--- config.mk ---
export PLATFORM = sky130hd
export DESIGN_NAME = mmio_bus_mux
export DESIGN_NICKNAME = d
export VERILOG_FILES = /design/src/rtl/mmio_bus_mux.sv
export SDC_FILE = /design/constraint.sdc
export NUM_CORES = 1
export LEC_CHECK = 0
export ABC_AREA = 1
export CORE_AREA = 4 4 201 203
export DETAILED_ROUTE_END_ITERATION = 8
export DIE_AREA = 0 0 205 207
export DONT_BUFFER_PORTS = 1
export PLACE_DENSITY = 0.3
export SLEW_MARGIN = 40
export SYNTH_ARGS = -nofsm -noshare
export SYNTH_HDL_FRONTEND = slang
export SYNTH_SLANG_ARGS = --single-unit
--- constraint.sdc ---
create_clock -name clk -period 1.6 [get_ports clk]
set_input_delay 0.24 -clock clk [delete_from_list [all_inputs] [get_ports clk]]
set_output_delay 0.24 -clock clk [all_outputs]
set_load 0.02 [all_outputs]
--- src/rtl/mmio_bus_mux.sv ---
// rtl/mmio_bus_mux.sv - decoded, handshaked CPU-to-peripheral MMIO interconnect
// Optional WAIT-state timeout is compiled in when BUS_TIMEOUT_EN is defined.
module mmio_bus_mux #(
  parameter int NUM_SLAVES     = 10,
  parameter int TIMEOUT_CYCLES = 255
) (
  input  logic                       clk,
  input  logic                       rst,
  input  logic [31:0]                addr,
  input  logic [31:0]                write_data,
  input  logic                       enable,
  input  logic                       is_write,
  input  logic [3:0]                 byte_sel,
  output logic [31:0]                data_out,
  output logic                       ready,
  output logic                       err,
  output logic                       busy,
  output logic [NUM_SLAVES-1:0]      s_sel,
  output logic [31:0]                s_addr,
  output logic [31:0]                s_wdata,
  output logic                       s_we,
  output logic [3:0]                 s_byte_sel,
  input  logic [32*NUM_SLAVES-1:0]   s_rdata,
  input  logic [NUM_SLAVES-1:0]      s_ready
);

  if (NUM_SLAVES < 2 || NUM_SLAVES > 65 || TIMEOUT_CYCLES < 1 || TIMEOUT_CYCLES > 65535) begin : g_bad_param
    $error("mmio_bus_mux: parameter out of range");
  end

  typedef enum logic [1:0] {ST_IDLE, ST_WAIT, ST_RESP} state_t;

  state_t                state_q;
  logic [NUM_SLAVES-1:0] s_sel_q;
  logic [31:0]           data_out_q;
  logic                  ready_q;
  logic                  err_q;
  logic                  busy_q;
  logic [31:0]           s_addr_q;
  logic [31:0]           s_wdata_q;
  logic                  s_we_q;
  logic [3:0]            s_byte_sel_q;

  logic [NUM_SLAVES-1:0] sel_d;
  logic [31:0]           rdata_d;
  logic                  hit_ready;
  logic                  tmo_hit;

  // Slave 0 owns the low 64 KiB; IO slots are 16-byte windows in the top 1 KiB.
  always_comb begin
    sel_d = '0;
    if (addr[31:16] == 16'h0000) begin
      sel_d[0] = 1'b1;
    end else if (addr[31:10] == 22'h3FFFFF) begin
      for (int k = 1; k < NUM_SLAVES; k++) begin
        if (addr[9:4] == 6'(k - 1)) sel_d[k] = 1'b1;
      end
    end
  end

  always_comb begin
    rdata_d = '0;
    for (int k = 0; k < NUM_SLAVES; k++) begin
      if (s_sel_q[k]) rdata_d = rdata_d | s_rdata[32*k +: 32];
    end
  end

  assign hit_ready = |(s_ready & s_sel_q);

`ifdef BUS_TIMEOUT_EN
  logic [15:0] tmo_cnt_q;

  assign tmo_hit = (tmo_cnt_q + 16'd1) == 16'(TIMEOUT_CYCLES);

  always_ff @(posedge clk or negedge rst) begin
    if (!rst) begin
      tmo_cnt_q <= '0;
    end else if (state_q != ST_WAIT) begin
      tmo_cnt_q <= '0;
    end else if (!hit_ready) begin
      tmo_cnt_q <= tmo_cnt_q + 16'd1;
    end
  end
`else
  assign tmo_hit = 1'b0;
`endif

  always_ff @(posedge clk or negedge rst) begin
    if (!rst) begin
      state_q      <= ST_IDLE;
      s_sel_q      <= '0;
      data_out_q   <= '0;
      ready_q      <= 1'b0;
      err_q        <= 1'b0;
      busy_q       <= 1'b0;
      s_addr_q     <= '0;
      s_wdata_q    <= '0;
      s_we_q       <= 1'b0;
      s_byte_sel_q <= '0;
    end else begin
      unique case (state_q)
        ST_IDLE: begin
          if (enable) begin
            s_addr_q     <= addr;
            s_wdata_q    <= write_data;
            s_we_q       <= is_write;
            s_byte_sel_q <= byte_sel;
            busy_q       <= 1'b1;
            if (|sel_d) begin
              state_q <= ST_WAIT;
              s_sel_q <= sel_d;
            end else begin
              state_q    <= ST_RESP;
              ready_q    <= 1'b1;
              err_q      <= 1'b1;
              data_out_q <= '0;
            end
          end
        end
        ST_WAIT: begin
          // A slave answering on the timeout cycle still completes normally.
          if (hit_ready) begin
            state_q    <= ST_RESP;
            s_sel_q    <= '0;
            ready_q    <= 1'b1;
            err_q      <= 1'b0;
            data_out_q <= s_we_q ? 32'h0 : rdata_d;
          end else if (tmo_hit) begin
            state_q    <= ST_RESP;
            s_sel_q    <= '0;
            ready_q    <= 1'b1;
            err_q      <= 1'b1;
            data_out_q <= '0;
          end
        end
        ST_RESP: begin
          state_q <= ST_IDLE;
          ready_q <= 1'b0;
          busy_q  <= 1'b0;
        end
        default: begin
          state_q <= ST_IDLE;
        end
      endcase
    end
  end

  assign data_out   = data_out_q;
  assign ready      = ready_q;
  assign err        = err_q;
  assign busy       = busy_q;
  assign s_sel      = s_sel_q;
  assign s_addr     = s_addr_q;
  assign s_wdata    = s_wdata_q;
  assign s_we       = s_we_q;
  assign s_byte_sel = s_byte_sel_q;

endmodule

# --- After elaboration in Yosys (flattened, before gate mapping) ---
# Cells that the tools add are included.
word_totals:
  input_bits: 402
  out_inout_bits: 114
  elab_cells: 92
  regBits: 116
op_classes:
  muxes: 43
  reduce_logical: 14
  bitwise_logic: 10
  eq_ne: 15
op_table:
  columns: ["cell", "count"]
  rows:
  - ["2-to-1 mux 32 bit", 14]
  - ["OR 32 bit", 9]
  - ["one-hot mux 32 bit (2 select lines)", 1]
  - ["2-to-1 mux 10 bit", 3]
  - ["equality test 6 x 3 -> 1 bit (second input constant)", 4]
  - ["equality test 22 bit (second input constant)", 1]
  - ["one-hot mux 10 bit (2 select lines)", 1]
  - ["OR reduction 10 bit", 2]
  - ["2-to-1 mux 9 bit", 2]
  - ["logical NOT 16 bit", 1]
  - ["2-to-1 mux 1 bit", 15]
  - ["equality test 6 x 2 -> 1 bit (second input constant)", 2]
  - ["AND reduction 4 bit", 3]
  - ["bitwise AND 10 bit", 1]
  - ["inequality test 2 bit (second input constant)", 4]
  - ["equality test 6 x 1 -> 1 bit (second input constant)", 1]
  - ["equality test 6 x 4 -> 1 bit (second input constant)", 1]
  - ["logical NOT 6 bit", 1]
  - ["2-to-1 mux 2 bit", 3]
  - ["AND reduction 2 bit", 3]
  - ["one-hot mux 1 bit (2 select lines)", 2]
  - ["one-hot mux 2 bit (2 select lines)", 1]
  - ["nonzero test 2 bit", 2]
  - ["one-hot mux 1 bit (3 select lines)", 1]
  - ["4 further kinds", 4]

# --- Logic depth before layout (Yosys ltp) ---
depth:
  ltp_word: 22
  mapped_depth: 13
  mapped_depth_nobuf: 12

# --- Worst setup path before layout ---
# Ideal clock, no wire load.
synth_timing:
  path_kind: "flip-flop to flip-flop"
  start: "register s_sel_q[1], in the netlist s_sel[1]"
  end: "register data_out_q[24], in the netlist data_out[24]"
  t_required_ps: 1483
  stages_incl_launch_ff: 12
  n_path_buf: 2
  path_slack_ps: -36
  period_less_slack_ps: 1636
  setup_time_ps: 117
  t_arrival_ps: 1519
  cell_sequence: "dfrtp_1 > clkbuf_1 > nand2_1 > nand3_1 > nor2_1 > nand4_1 > o21ai_2 > nor2_8 > nand2_8 > buf_12 > nand2_2 > nand2_1"
synth_via:
  elab_chain_cells: 20
  elab_cells_between_ends: 24
  classes_between: "eq/ne: 1; mux: 12; bitwise: 9; reduce/logical: 2"
synth_rtl:
  columns: ["element", "line_no", "rtl"]
  rows:
  - ["start: declaration", "34", "logic [NUM_SLAVES-1:0] s_sel_q;"]
  - ["start signal: assignment", "111", "s_sel_q <= sel_d;"]
  - ["2-to-1 mux 32 bit", "64", "if (s_sel_q[k]) rdata_d = rdata_d | s_rdata[32*k +: 32];"]
  - ["OR 32 bit", "64", null]
  - ["2-to-1 mux 32 bit", "64", null]
  - ["OR 32 bit", "64", null]
  - ["2-to-1 mux 32 bit", "64", null]
  - ["OR 32 bit", "64", null]
  - ["2-to-1 mux 32 bit", "64", null]
  - ["OR 32 bit", "64", null]
  - ["(+4 left out)", null, null]
  - ["2-to-1 mux 32 bit", "64", null]
  - ["OR 32 bit", "64", null]
  - ["2-to-1 mux 32 bit", "64", null]
  - ["OR 32 bit", "64", null]
  - ["2-to-1 mux 32 bit", "64", null]
  - ["2-to-1 mux 32 bit", "127", "data_out_q <= s_we_q ? 32'h0 : rdata_d;"]
  - ["2-to-1 mux 32 bit", "122", "if (hit_ready) begin"]
  - ["one-hot mux 32 bit (2 select lines)", "101", "unique case (state_q)"]
  - ["end signal: assignment", "127", null]
  - ["end: declaration", "35", "logic [31:0] data_out_q;"]
# Parallel ways exist; a longest one is shown, timed or not. The select of a mux whose other input is x is not followed.
# A chain may end at the register's enable or synchronous reset.

# --- Worst setup path in the final report ---
layout_timing:
  start: "register s_sel_q[0], in the netlist s_sel[0]"
  end: "register data_out_q[7], in the netlist data_out[7]"
layout_via:
  elab_chain_cells: 22
  elab_cells_between_ends: 26
  classes_between: "eq/ne: 1; mux: 13; bitwise: 10; reduce/logical: 2"
layout_rtl:
  columns: ["element", "line_no"]
  rows:
  - ["2-to-1 mux 32 bit", "64"]
  - ["OR 32 bit", "64"]
  - ["2-to-1 mux 32 bit", "64"]
  - ["OR 32 bit", "64"]
  - ["2-to-1 mux 32 bit", "64"]
  - ["OR 32 bit", "64"]
  - ["2-to-1 mux 32 bit", "64"]
  - ["OR 32 bit", "64"]
  - ["(+6 left out)", null]
  - ["2-to-1 mux 32 bit", "64"]
  - ["OR 32 bit", "64"]
  - ["2-to-1 mux 32 bit", "64"]
  - ["OR 32 bit", "64"]
  - ["2-to-1 mux 32 bit", "64"]
  - ["2-to-1 mux 32 bit", "127"]
  - ["2-to-1 mux 32 bit", "122"]
  - ["one-hot mux 32 bit (2 select lines)", "101"]
# Parallel ways exist; a longest one is shown, timed or not. The select of a mux whose other input is x is not followed.

==> impl_summary.md <==
Worst setup path
The worst setup path is launched from a flip-flop. Of all nets on the critical path, the largest fanout is 23. Walking the worst path, the cells encountered are buf_4 -> buf_12 -> a22o_1 -> a21oi_1 -> nand3_1 -> nand2_1 -> inv_1 -> nand3_1 -> nand2_1. The number of buffers and inverters on the critical path is 3. STA classifies the critical path endpoint as a flip-flop. On the critical path the largest part of the delay comes from compound AO/OA/AOI/OAI gates.

The worst reg-to-reg path cell count is 9. The critical path in this run is classified as flip-flop to flip-flop. The cell depth of the worst setup path is 9. For the worst setup path, the data required time is 1.91 ns.

On the critical path, the stage with the largest delay is an instance of sky130_fd_sc_hd__dfrtp_2. Data arrives at the worst endpoint at 2.10 ns. The worst stage delay on the critical path is 0.45 ns.

Place
The port buffer count is 0. The congestion estimate from routability-driven global placement came to 0.824. Once detailed placement completed, the half-perimeter wirelength came to 30.8 mm.

The instance area after placement is 8470 sq um.

STA
Of the available clock period, the critical path in the final layout requires 1.12. The clock period minus final worst setup slack is 1.79 ns. The total count of hold-check failures in the final report was 116. The worst-case setup margin in the final layout is -0.190 ns. Setup violations remaining at the end of the flow were counted as 46.

The maximum clock frequency is 0.559 GHz. The final setup skew is 0.0195 ns. At the pin with the least slew margin, the transition time is 0.390 ns. The worst hold slack is -0.476 ns.

Setup repair after global routing could not meet its margin everywhere. The total negative slack for setup checks is -6.67 ns. The number of max-slew violations in the final report is 0.

The worst pin sits at a relative slew slack of 0.740.

Clock network
The register clock-pin slew on the reported worst setup and hold paths is 0.06 ns. The cell chosen for the clock root is sky130_fd_sc_hd__clkbuf_16. The clock drives 116 sinks.

The clock tree synthesis step divided the H-tree into 4 levels. In this run the deepest clock path goes through 2 buffers. Buffers inserted to repair hold after CTS numbered 67. The latest clock arrival within the worst-skew pair is 0.43 ns. The CTS buffer count is 17. The TritonCTS clock tree is done.

Drt
The final wirelength is 38.4 mm. The detailed-route wire length per cell is 24.6 um. Before antenna repair, the detailed router went through 4 iterations.

The number of violations reported at the end of detailed-routing iteration 0 is 368. The via count of the routed design is 7232. The per-cell via count in the routed design is 4.64. The total DRC errors in the routed layout is 0.

In this run the remaining antenna-violating nets after routing total 0.

Power and ir drop
The power per unit of standard cell area is 697 nW/um^2. The switching power is 1.61 mW. The share of total power dissipated in the clock network is 0.555. The fraction of power spent switching nets is 0.229. The internal power consumption is 5.42 mW. The worst IR drop on VDD is 0.703 mV.

Summed over all cells, the static leakage comes to 5.01 nW. The share of total power dissipated in combinational logic is 0.028. Of the total power, registers draw 0.418.

Global routing
The maximum number of pins on one net before global-route repair is 117. The first-pass GRT wire length is 53.6 mm. The number of global-route vias before repair is 7816.

For this run the aggregate overflow at the end of global routing stands at 0. For this run, the total global-route usage over all layers was measured as 0.172. The number of antenna violations at the first check in global routing came to 6.

Die
During I/O placement, the number of pins put on the boundary was 516. The die is 207 um tall. The effective utilization at floorplan is 0.184. The floorplan has 72 rows. In this run the horizontal extent of the chip is 205 um. The die outline area is 42400 sq um. In this run the standard cell core region covers 38500 sq um.

Logic synthesis
The proportion of synthesized chip area in sequential cells is 0.410. Of the post-synthesis cell area, the dominant cell type holds 0.410. The commonest cells after synthesis are sky130_fd_sc_hd__nand2_1, sky130_fd_sc_hd__dfrtp_1, sky130_fd_sc_hd__nand3_1. Dividing the synthesized area by the synthesized cell count gives 8.02 sq um. The most area-hungry cell type in the Yosys netlist is sky130_fd_sc_hd__dfrtp_1. The portion of synthesized area spent on multiplexers is 0.0794.

For this run, the number of Yosys warnings is 0. For this run, the leading register cell type out of synthesis is sky130_fd_sc_hd__dfrtp_1. Synthesis instantiated 27 different standard cells from the library.

The combined area of all synthesized cells is 7090 sq um. The post-synthesis adder-cell area fraction is 0. Synthesis produced a netlist whose cell count is 884.

Yosys mapped a number of flops with a built-in enable equal to 0. The flip-flop and latch count after synthesis is 116. The xor and xnor fraction of the mapped netlist area is 0. Synthesis produced a netlist with a net count of 1286. Sorting the synthesized cells by area gives the leading types as sky130_fd_sc_hd__dfrtp_1, sky130_fd_sc_hd__nand2_1, sky130_fd_sc_hd__mux2_2, sky130_fd_sc_hd__a22o_1, sky130_fd_sc_hd__nand3_1. The synthesized-area fraction occupied by ao, oa, aoi and oai cells was 0.181. The simple logic cell fraction of the synthesized area is 0.254. The share of synthesized registers carrying an async set or reset is 1.00. By instance count, the leading cell after synthesis is sky130_fd_sc_hd__nand2_1.

After synthesis, the largest family of logic cells by area is simple AND/OR/NAND/NOR gates.

Job
Across the run, the number of max-cap violations was 0.

Final layout
The final net count is 1425. The fraction of final layout cells sized beyond drive strength 1 is 0.263. The growth of design area from synthesis to finish is 42.1%. After routing the design area is 10100 sq um.

Run status
The final reports fail on hold timing, setup timing. The run finished, with violations left.

Hold path
The worst hold path belongs to the class input port to async pin.
[final timing paths]
path | startpoint | endpoint | slack, ns
setup / recovery | s_sel[0]$_DFFE_PN0P_ | data_out[7]$_DFFE_PN0P_ | -0.19
hold reg to reg | data_out[13]$_DFFE_PN0P_ | data_out[13]$_DFFE_PN0P_ | 0.63
max in group asynchronous | rst | s_sel[0]$_DFFE_PN0P_ | 1.82
hold / removal | rst | data_out[18]$_DFFE_PN0P_ | -0.48
min in group clk | addr[4] | s_addr[4]$_DFFE_PN0P_ | 0.03
setup reg to reg | s_sel[0]$_DFFE_PN0P_ | data_out[7]$_DFFE_PN0P_ | -0.19
[cell families after synthesis]
logic type | count (synthesis)
multiplexers | 50
AND/OR/NAND/NOR | 411
flip-flops | 116
buffers and inverters | 124
AO/OA/AOI/OAI | 183
[cells in the final DEF, fill, tap and decap left out, drive strengths merged, types with 7 or more instances in the layout]
cell type,count
nand2,278
dfrtp,116
buf,114
nand3,88
dlygate4sd3,67
a21oi,65
inv,65
a22o,64
mux2,50
a221oi,32
nor2,27
o21ai,22
clkbuf,20
nor3,10
nand4,7
[timing repair]
action,CTS,global route
endpoints found under the hold margin,183,116
cloned,1,1
setup endpoints to repair,46,47
buffers inserted,14,2
pin swaps,6,7
gates resized for setup,32,15
[per-layer routing]
layer | vias up | wire length (um) | track usage
met5 | - | 30 | 0
met4 | 4 | 955 | 0.0471
met3 | 37 | 3080 | 0.0561
met2 | 289 | 20300 | 0.318
met1 | 3575 | 14000 | 0.186
li1 | 3327 | - | -
[area by class of cell]
cell class | instances | area (sq um)
diodes | 4 | 10.0
fillers | 4267 | 28400
inverters | 61 | 229
well taps | 518 | 648
multi-input cells | 644 | 3840
repair buffers | 183 | 1850
clock inverters | 14 | 148
flip-flops and latches | 116 | 2910
clock buffers | 18 | 439
[stage by stage]
step / cells / setup slack, ns / util / total power, mW
floorplan: 884 / 0.0158 / - / 3.03
detailed placement: 1440 / -0.353 / 0.220 / 3.05
finish: 1558 / -0.190 / 0.262 / 7.02
global placement: 1440 / -0.379 / 0.220 / 3.05
global route: 1558 / -0.290 / 0.262 / 7.34
CTS: 1553 / -0.225 / 0.260 / 7.19
[state kept, by name (all words and copies together) (netlist names)]
register / flops
err: 1
s_we: 1
s_addr: 32
ready: 1
s_wdata: 32
s_byte_sel: 4
state_q: 2
s_sel: 10
busy: 1
data_out: 32
[power by group through the flow]
stage	combinational (mW)	sequential (mW)	clock [mW]
2_1_floorplan	0.0384	2.99	0
3_3_place_gp	0.0625	2.99	0
3_5_place_dp	0.0618	2.99	0
4_1_cts	0.195	2.93	4.06
5_1_grt	0.209	2.93	4.20
6_report	0.193	2.93	3.90
Power figures use the tool's default switching activity.
